File: src/rtl/pipeline_stall_ctrl.sv
// pipeline_stall_ctrl: arbitrates stall/branch/halt/memory-wait into PC and pipeline-register controls
module pipeline_stall_ctrl #(
    parameter int CNT_W        = 16,
    parameter int FLUSH_CYCLES = 1,
    parameter int MAX_STALL    = 4
) (
    input  logic             clk,
    input  logic             rst_n,
    input  logic             hazard_stall,
    input  logic             branch_taken,
    input  logic             halt,
    input  logic             resume,
    input  logic             mem_ready,
    output logic             pc_we,
    output logic             pc_sel_branch,
    output logic             ifid_we,
    output logic             ifid_flush,
    output logic             idex_bubble,
    output logic             pipe_en,
    output logic             halted,
    output logic [CNT_W-1:0] stall_count,
    output logic [CNT_W-1:0] flush_count,
    output logic             stall_timeout
);
    localparam int FL_W = FLUSH_CYCLES > 1 ? $clog2(FLUSH_CYCLES) : 1;
    localparam int CS_W = $clog2(MAX_STALL + 1);
    typedef enum logic [1:0] {RUN, FLUSH, HALT} state_t;
    state_t           state_q, state_d;
    logic [FL_W-1:0]  flush_left_q, flush_left_d;
    logic [CS_W-1:0]  consec_q, consec_d;
    logic [CNT_W-1:0] stall_count_q, stall_count_d;
    logic [CNT_W-1:0] flush_count_q, flush_count_d;
    logic             stall_timeout_q, stall_timeout_d;
    always_comb begin
        state_d         = state_q;
        flush_left_d    = flush_left_q;
        consec_d        = consec_q;
        stall_count_d   = stall_count_q;
        flush_count_d   = flush_count_q;
        stall_timeout_d = stall_timeout_q;
        pc_we           = 1'b0;
        pc_sel_branch   = 1'b0;
        ifid_we         = 1'b0;
        ifid_flush      = 1'b0;
        idex_bubble     = 1'b0;
        pipe_en         = mem_ready;
        halted          = state_q == HALT;
        if (!rst_n) begin
            idex_bubble = 1'b1;
            pipe_en     = 1'b0;
            halted      = 1'b0;
        end else if (!mem_ready) begin
            // memory wait freezes everything, including the stall streak
        end else if (branch_taken) begin
            pc_sel_branch = 1'b1;
            pc_we         = 1'b1;
            ifid_we       = 1'b1;
            ifid_flush    = 1'b1;
            idex_bubble   = 1'b1;
            halted        = 1'b0;
            consec_d      = '0;
            flush_count_d = &flush_count_q ? flush_count_q : flush_count_q + CNT_W'(1);
            state_d       = FLUSH_CYCLES > 1 ? FLUSH : RUN;
            flush_left_d  = FL_W'(FLUSH_CYCLES - 1);
        end else begin
            consec_d = '0;
            case (state_q)
                RUN: begin
                    if (hazard_stall) begin
                        idex_bubble   = 1'b1;
                        stall_count_d = &stall_count_q ? stall_count_q : stall_count_q + CNT_W'(1);
                        consec_d      = consec_q == CS_W'(MAX_STALL) ? consec_q : consec_q + CS_W'(1);
                        if (consec_d == CS_W'(MAX_STALL)) stall_timeout_d = 1'b1;
                    end else if (halt) begin
                        idex_bubble = 1'b1;
                        state_d     = HALT;
                    end else begin
                        pc_we   = 1'b1;
                        ifid_we = 1'b1;
                    end
                end
                FLUSH: begin
                    pc_we        = 1'b1;
                    ifid_we      = 1'b1;
                    ifid_flush   = 1'b1;
                    idex_bubble  = 1'b1;
                    flush_left_d = flush_left_q - FL_W'(1);
                    if (flush_left_q <= FL_W'(1)) state_d = RUN;
                end
                HALT: begin
                    idex_bubble = 1'b1;
                    if (resume) state_d = RUN;
                end
                default: state_d = RUN;
            endcase
        end
    end
    always_ff @(posedge clk) begin
        if (!rst_n) begin
            state_q         <= RUN;
            flush_left_q    <= '0;
            consec_q        <= '0;
            stall_count_q   <= '0;
            flush_count_q   <= '0;
            stall_timeout_q <= 1'b0;
        end else begin
            state_q         <= state_d;
            flush_left_q    <= flush_left_d;
            consec_q        <= consec_d;
            stall_count_q   <= stall_count_d;
            flush_count_q   <= flush_count_d;
            stall_timeout_q <= stall_timeout_d;
        end
    end
    assign stall_count   = stall_count_q;
    assign flush_count   = flush_count_q;
    assign stall_timeout = stall_timeout_q;
endmodule

File: config.mk
export PLATFORM = sky130hd
export DESIGN_NAME = pipeline_stall_ctrl
export DESIGN_NICKNAME = d
export VERILOG_FILES = /design/src/rtl/pipeline_stall_ctrl.sv
export SDC_FILE = /design/constraint.sdc
export NUM_CORES = 1
export LEC_CHECK = 0
export ABC_AREA = 0
export CORE_ASPECT_RATIO = 1.75
export CORE_MARGIN = 2
export CORE_UTILIZATION = 23
export DETAILED_ROUTE_END_ITERATION = 7
export PLACE_DENSITY_LB_ADDON = 0.15
export SYNTH_ARGS = -nofsm -noshare
export SYNTH_HDL_FRONTEND = slang
export SYNTH_SLANG_ARGS = --single-unit
File: constraint.sdc
create_clock -name clk -period 5.7 [get_ports clk]
set_input_delay 1.14 -clock clk [delete_from_list [all_inputs] [get_ports clk]]
set_output_delay 1.14 -clock clk [all_outputs]
set_load 0.02 [all_outputs]
==> results of run 1 <==
[routing by layer]
layer	vias up	part of all wire (%)	global-route usage, %
met5	-	0	0
met4	0	4.8	8.51
li1	981	-	-
met1	895	41	13.0
met2	41	51	21.9
met3	16	3.3	2.78
[state kept, by name (all words and copies together), names as in the netlist]
register,count
state_q,1
stall_count,16
flush_count,16
consec_q,3
stall_timeout,1
[area by class of cell]
class	instances	share of cell area, %
sequential	37	27.5
inverter	9	1.25
clock buffer	7	5.29
tap	115	5.33
timing repair buffer	48	17.6
multi-input combinational	183	43.0
[power by group through the flow]
| stage | Combinational (uW) | Sequential, uW | Clock (uW) |
|---|---|---|---|
| 2_1_floorplan | 20.8 | 270 | 0 |
| 3_3_place_gp | 39.5 | 269 | 0 |
| 3_5_place_dp | 39.8 | 269 | 0 |
| 4_1_cts | 40.0 | 263 | 290 |
| 5_1_grt | 43.4 | 264 | 297 |
| 6_report | 39.4 | 263 | 277 |
[cells in the final DEF (no fill, tap or decap), drive strengths merged, types with 9 or more instances in the layout]
cell	instances
mux2i	11
nand2	30
a21oi	21
o21ai	10
clkdlybuf4s50	46
inv	9
nand3	11
nand2b	11
dfxtp	37
[stage by stage]
| stage | utilization [%] | total power [uW] | setup slack (ns) | cell area (um^2) |
|---|---|---|---|---|
| 2_1_floorplan | - | 291 | 2.54 | 1990 |
| 6_report | 32.2 | 580 | 1.62 | 2700 |
| 3_5_place_dp | 30.5 | 309 | 1.58 | 2550 |
| 3_3_place_gp | 30.5 | 309 | 1.58 | 2550 |
| 5_1_grt | 32.2 | 604 | 1.43 | 2700 |
| 4_1_cts | 32.2 | 594 | 1.59 | 2700 |
[logic make-up after synthesis]
kind of cell / Yosys count
and+or+nand+nor: 109
DFF: 37
AOI/OAI and AO/OA: 57
muxes: 11
buffers and inverters: 20
adders and majority gates: 4
xor gates and xnor gates: 2
[path summary, 6_finish.rpt]
kind	slack, ns	depth (start not counted)	end
setup / recovery	1.62	5	ifid_we
hold / removal	0.47	1	stall_timeout
setup reg to reg	3.55	5	flush_count[14]
hold reg to reg	0.47	1	stall_timeout
==> results.sh, run 1 <==
export IMPL_power_leakage_uw=0.000841
export IMPL_total_vias_in_the_final_route=1933
export IMPL_cts_sinks=37
export IMPL_pin_count=47
export IMPL_synth_top_cells_by_count="37 x sky130_fd_sc_hd__dfxtp_1, 29 x sky130_fd_sc_hd__nand2_1, 21 x sky130_fd_sc_hd__a21oi_1"
export IMPL_cts_hold_buf=0
export IMPL_synth_area_in_simple_gates_pct=30.7
export IMPL_postSynth_topFlopCell="sky130_fd_sc_hd__dfxtp_1"
export IMPL_antenna_violating_nets_post_route=0
export IMPL_timing_hold_worst_class="reg -> reg"
export IMPL_post_synth_top_area_fraction_pct=37.3
export IMPL_place_port_buffers=46
export IMPL_drive_above_1_share_pct=6.69
export IMPL_tritoncts="done"
export IMPL_die_height_um=127
export IMPL_net_switching_power_uw=131
export IMPL_timing_max_transition_violations_final=0
export IMPL_setup_viol_count_final=0
export IMPL_power_frac_comb_pct=6.8
export IMPL_cellInternalPower_uw=449
export IMPL_wl_final_mm=5.50
export IMPL_postCtsResizedCells=0
export IMPL_clk_root_buffer_cell="sky130_fd_sc_hd__clkbuf_16"
export IMPL_cts_inserted_buffers=5
export IMPL_postCtsSetupBuffers=0
export IMPL_synth_net_count=251
export IMPL_die_width_um=74.3
export IMPL_layout_min_cycle_time_ns=4.08
export IMPL_antenna_violations_before_repair=0
export IMPL_required_ns=4.56
export IMPL_crit_path_max_incr_delay_ns=0.60
export IMPL_yosys_mux_area_fraction_pct=5.54
export IMPL_path_cells="clkdlybuf4s50_1 -> inv_1 -> nor2_1 -> o21a_1 -> clkdlybuf4s50_1"
export IMPL_power_share_clock_pct=47.8
export IMPL_unrepaired_setup_endpoints_after_global_routing="no"
export IMPL_yosysTopAreaCell="sky130_fd_sc_hd__dfxtp_1"
export IMPL_powerDensity_nw_per_um2=215
export IMPL_clk_lat_worst_skew_ns=0.28
export IMPL_synth_distinct_cells=46
export IMPL_critical_path_origin="rst_n"
export IMPL_drtPass1Iterations=4
export IMPL_power_share_switching_pct=22.5
export IMPL_synth_top_family_by_area="simple AND/OR/NAND/NOR gates"
export IMPL_drc=0
export IMPL_ys_seq_elements=37
export IMPL_worst_slew_pin_slew_ns=0.748
export IMPL_multiInputGateArea_um2=1160
export IMPL_groute_usage_overall_pct=12.6
export IMPL_maxSlewHeadroom_pct=50.1
export IMPL_area_delta_synth_final_pct=35.8
export IMPL_synthMostInstantiatedCell="sky130_fd_sc_hd__dfxtp_1"
export IMPL_ys_seq_area_share_pct=37.3
export IMPL_cells_after_synthesis=240
export IMPL_finalWeightedCongestion=0.755
export IMPL_yosys_area_share_xor_xnor_pct=0.882
export IMPL_critPathLaunchType="input port"
export IMPL_post_place_cells=392
export IMPL_timing_setup_critical_path_class="in -> out"
export IMPL_wl_per_cell_um=13.8
export IMPL_initial_utilization_pct=23.7
export IMPL_post_route_period_util_pct=71.7
export IMPL_hpwl_mm=3.97
export IMPL_synthArstFlopShare_pct=0
export IMPL_worst_ir_drop_vdd_mv=0.103
export IMPL_num_antenna_cells=0
export IMPL_drv_max_cap_violation_count=0
export IMPL_synth_compound_area_share_pct=18.8
export IMPL_timing_fmax_ghz=0.245
export IMPL_path_common_cell="sky130_fd_sc_hd__clkdlybuf4s50_1"
export IMPL_clockBufferDepth=2
export IMPL_timing_hold_ws_ns=0.473
export IMPL_worstPathArrival_ns=2.94
export IMPL_cts_htree_levels=2
export IMPL_seq_power_share_pct=45.4
export IMPL_synth_area_top_cells="sky130_fd_sc_hd__dfxtp_1 37%, sky130_fd_sc_hd__mux2i_1 5.5%, sky130_fd_sc_hd__nand2_1 5.5%"
export IMPL_core_area_um2=8370
export IMPL_detailedRoute_firstIterationViolations=80
export IMPL_fillCellCount=916
export IMPL_sequential_cell_area_um2=741
export IMPL_worst_path_max_delay_cell="sky130_fd_sc_hd__clkdlybuf4s50_1"
export IMPL_end_kind="output pin"
export IMPL_via_per_inst=4.84
export IMPL_synth_edf_count=0
export IMPL_final_cells=399
export IMPL_floorplan_die_area_um2=9430
export IMPL_run_status="finished, final reports clean"
export IMPL_synth_adder_area_share_pct=2.52
export IMPL_syn_cell_area_um2=1990
export IMPL_average_size_of_a_mapped_cell_um2=8.28
export IMPL_fin_nets=295
export IMPL_critical_path_reg2reg_startpoint="flush_count[0]"
export IMPL_synth_yosys_warnings=0
export IMPL_overflow_after_grt=0
export IMPL_fin_skew_ns=0.00183
export IMPL_grt_first_pass_wirelength_mm=9.00
export IMPL_critical_path_n_buffers_inverters=3
export IMPL_critical_path_top_delay_family="buffers and inverters"
export IMPL_num_rows=44
export IMPL_critical_hold_path_startpoint="stall_timeout"
export IMPL_grt_max_degree=34
export IMPL_totalNegativeSetupSlack_ns=0
export IMPL_hold_viol=0
export IMPL_first_global_vias=1872
export IMPL_timing_critical_path_fanout_max=21
export IMPL_clk_pin_slew_ns=0.05
Note: power is estimated with default switching activity, not from simulation.
==> run 2: changes to the inputs <==
- clock period: 5.7 -> 3.8 ns (I/O delays scaled with it)
==> run 2 against run 1 <==
First-iteration DRC count grew 35%. Clock skew increased by 0.0020 ns. Setup slack got worse by 0.98 ns. Non-clock buffer count is 2 higher. Die area is the same. Critical path depth did not move. Via count up 2.1%. Clock power increased by 97%. Sequential power grew 50%. Sequential share of layout area is 0.62 points lower. Flip-flop and latch count is the same. Wire length grew 2.3%. Largest cell class unchanged.
==> results.sh, run 2 (synthesized netlist as in run 1, its figures left out) <==
export IMPL_run_status="finished, final reports clean"
export IMPL_post_route_period_util_pct=83.4
export IMPL_worstPathArrival_ns=2.41
export IMPL_timing_critical_path_fanout_max=6
export IMPL_total_vias_in_the_final_route=1974
export IMPL_drive_above_1_share_pct=8.01
export IMPL_pin_count=47
export IMPL_worst_ir_drop_vdd_mv=0.204
export IMPL_unrepaired_setup_endpoints_after_global_routing="no"
export IMPL_finish_utilization_pct=33.0
export IMPL_finalWeightedCongestion=0.805
export IMPL_floorplan_die_area_um2=9430
export IMPL_required_ns=3.04
export IMPL_layout_min_cycle_time_ns=3.17
export IMPL_timing_hold_ws_ns=0.477
export IMPL_cts_htree_levels=2
export IMPL_mostFrequentLayoutCell="sky130_fd_sc_hd__clkdlybuf4s50_1"
export IMPL_num_rows=44
export IMPL_timing_setup_critical_path_class="in -> out"
export IMPL_sequential_cell_area_um2=741
export IMPL_maxSlewHeadroom_pct=24.7
export IMPL_drc=0
export IMPL_power_leakage_uw=0.000874
export IMPL_die_height_um=127
export IMPL_grt_first_pass_wirelength_mm=9.15
export IMPL_setup_viol_count_final=0
export IMPL_postCtsResizedCells=0
export IMPL_detailedRoute_firstIterationViolations=108
export IMPL_cts_hold_buf=0
export IMPL_area_delta_synth_final_pct=38.9
export IMPL_wl_per_cell_um=14.0
export IMPL_layout_cell_area_non_filler_um2=2760
export IMPL_multiInputGateArea_um2=1160
export IMPL_timing_hold_worst_class="reg -> reg"
export IMPL_clockBufferDepth=2
export IMPL_end_kind="output pin"
export IMPL_cts_sinks=37
export IMPL_antenna_violating_nets_post_route=0
export IMPL_clk_pin_slew_ns=0.06
export IMPL_antenna_violations_before_repair=0
export IMPL_most_used_cells_in_the_layout_excluding_fill_and_tap_cells="46 x sky130_fd_sc_hd__clkdlybuf4s50_1, 37 x sky130_fd_sc_hd__dfxtp_1, 29 x sky130_fd_sc_hd__nand2_1"
export IMPL_clk_lat_worst_skew_ns=0.28
export IMPL_die_width_um=74.3
export IMPL_worst_slew_pin_slew_ns=1.12
export IMPL_postCtsSetupBuffers=0
export IMPL_overflow_after_grt=0
export IMPL_timing_fmax_ghz=0.316
export IMPL_num_antenna_cells=0
export IMPL_fillCellCount=926
export IMPL_fin_nets=297
export IMPL_fin_skew_ns=0.00387
export IMPL_via_per_inst=4.91
export IMPL_groute_usage_overall_pct=12.7
export IMPL_initial_utilization_pct=23.7
export IMPL_place_port_buffers=46
export IMPL_grt_max_degree=27
export IMPL_wl_final_mm=5.62
export IMPL_hpwl_mm=4.11
export IMPL_powerDensity_nw_per_um2=362
export IMPL_tritoncts="done"
export IMPL_total_cell_area_at_the_placement_stage_um2=2570
export IMPL_first_global_vias=1826
export IMPL_drtPass1Iterations=4
export IMPL_cts_inserted_buffers=5
export IMPL_design_power_total_uw=1000
export IMPL_timing_max_transition_violations_final=0
export IMPL_clk_root_buffer_cell="sky130_fd_sc_hd__clkbuf_16"
export IMPL_totalNegativeSetupSlack_ns=0
export IMPL_drv_max_cap_violation_count=0
export IMPL_critPathLaunchType="input port"
export IMPL_hold_viol=0
export IMPL_core_area_um2=8370
[run 2: cell types whose count changed in the layout (fill, tap and decap cells not counted), sizes merged]
cell	delta
clkbuf	-2
buf	+2
clkinv	+1
bufinv	+2
[run 2: where the power goes]
| part | switching, uW | leakage (uW) | internal (uW) |
|---|---|---|---|
| sequential | 4.05 | 0.000298 | 391 |
| combinational | 34.3 | 0.000482 | 25.9 |
| clock | 170 | 0.0000938 | 375 |
[run 2: final cells by class]
class / instances / share of cell area (%)
Clock inverter: 3 / 2.36
Sequential cell: 37 / 26.8
Multi-Input combinational cell: 183 / 42.1
Tap cell: 115 / 5.21
Timing Repair Buffer: 50 / 17.8
Clock buffer: 5 / 4.53
Inverter: 9 / 1.22
[run 2: stage by stage]
stage          worst slack (ns)  cells
2_1_floorplan              1.40    240
3_3_place_gp              0.681    394
3_5_place_dp              0.629    394
4_1_cts                   0.620    402
5_1_grt                   0.506    402
6_report                  0.632    402
[run 2: path summary, 6_finish.rpt]
path	from	end	slack (ns)	cells past startpoint
max	mem_ready	pc_we	0.63	5
min	stall_timeout	stall_timeout	0.48	1
max reg2reg	flush_count[1]	flush_count[3]	1.26	5
min reg2reg	stall_timeout	stall_timeout	0.48	1
[run 2: per-layer routing]
metal / track usage [%] / vias to the layer above / share of wire (%)
li1: - / 990 / -
met5: 0 / - / 0
met1: 13.8 / 937 / 40
met2: 22.6 / 40 / 55
met3: 2.62 / 7 / 3.0
met4: 5.78 / 0 / 2.6
[run 2: worst max-delay path, stage by stage]
cell                              delay [ns]
sky130_fd_sc_hd__clkdlybuf4s50_1        0.57
sky130_fd_sc_hd__inv_1                  0.13
sky130_fd_sc_hd__nor2_1                 0.16
sky130_fd_sc_hd__o21a_1                 0.17
sky130_fd_sc_hd__clkdlybuf4s50_1        0.61
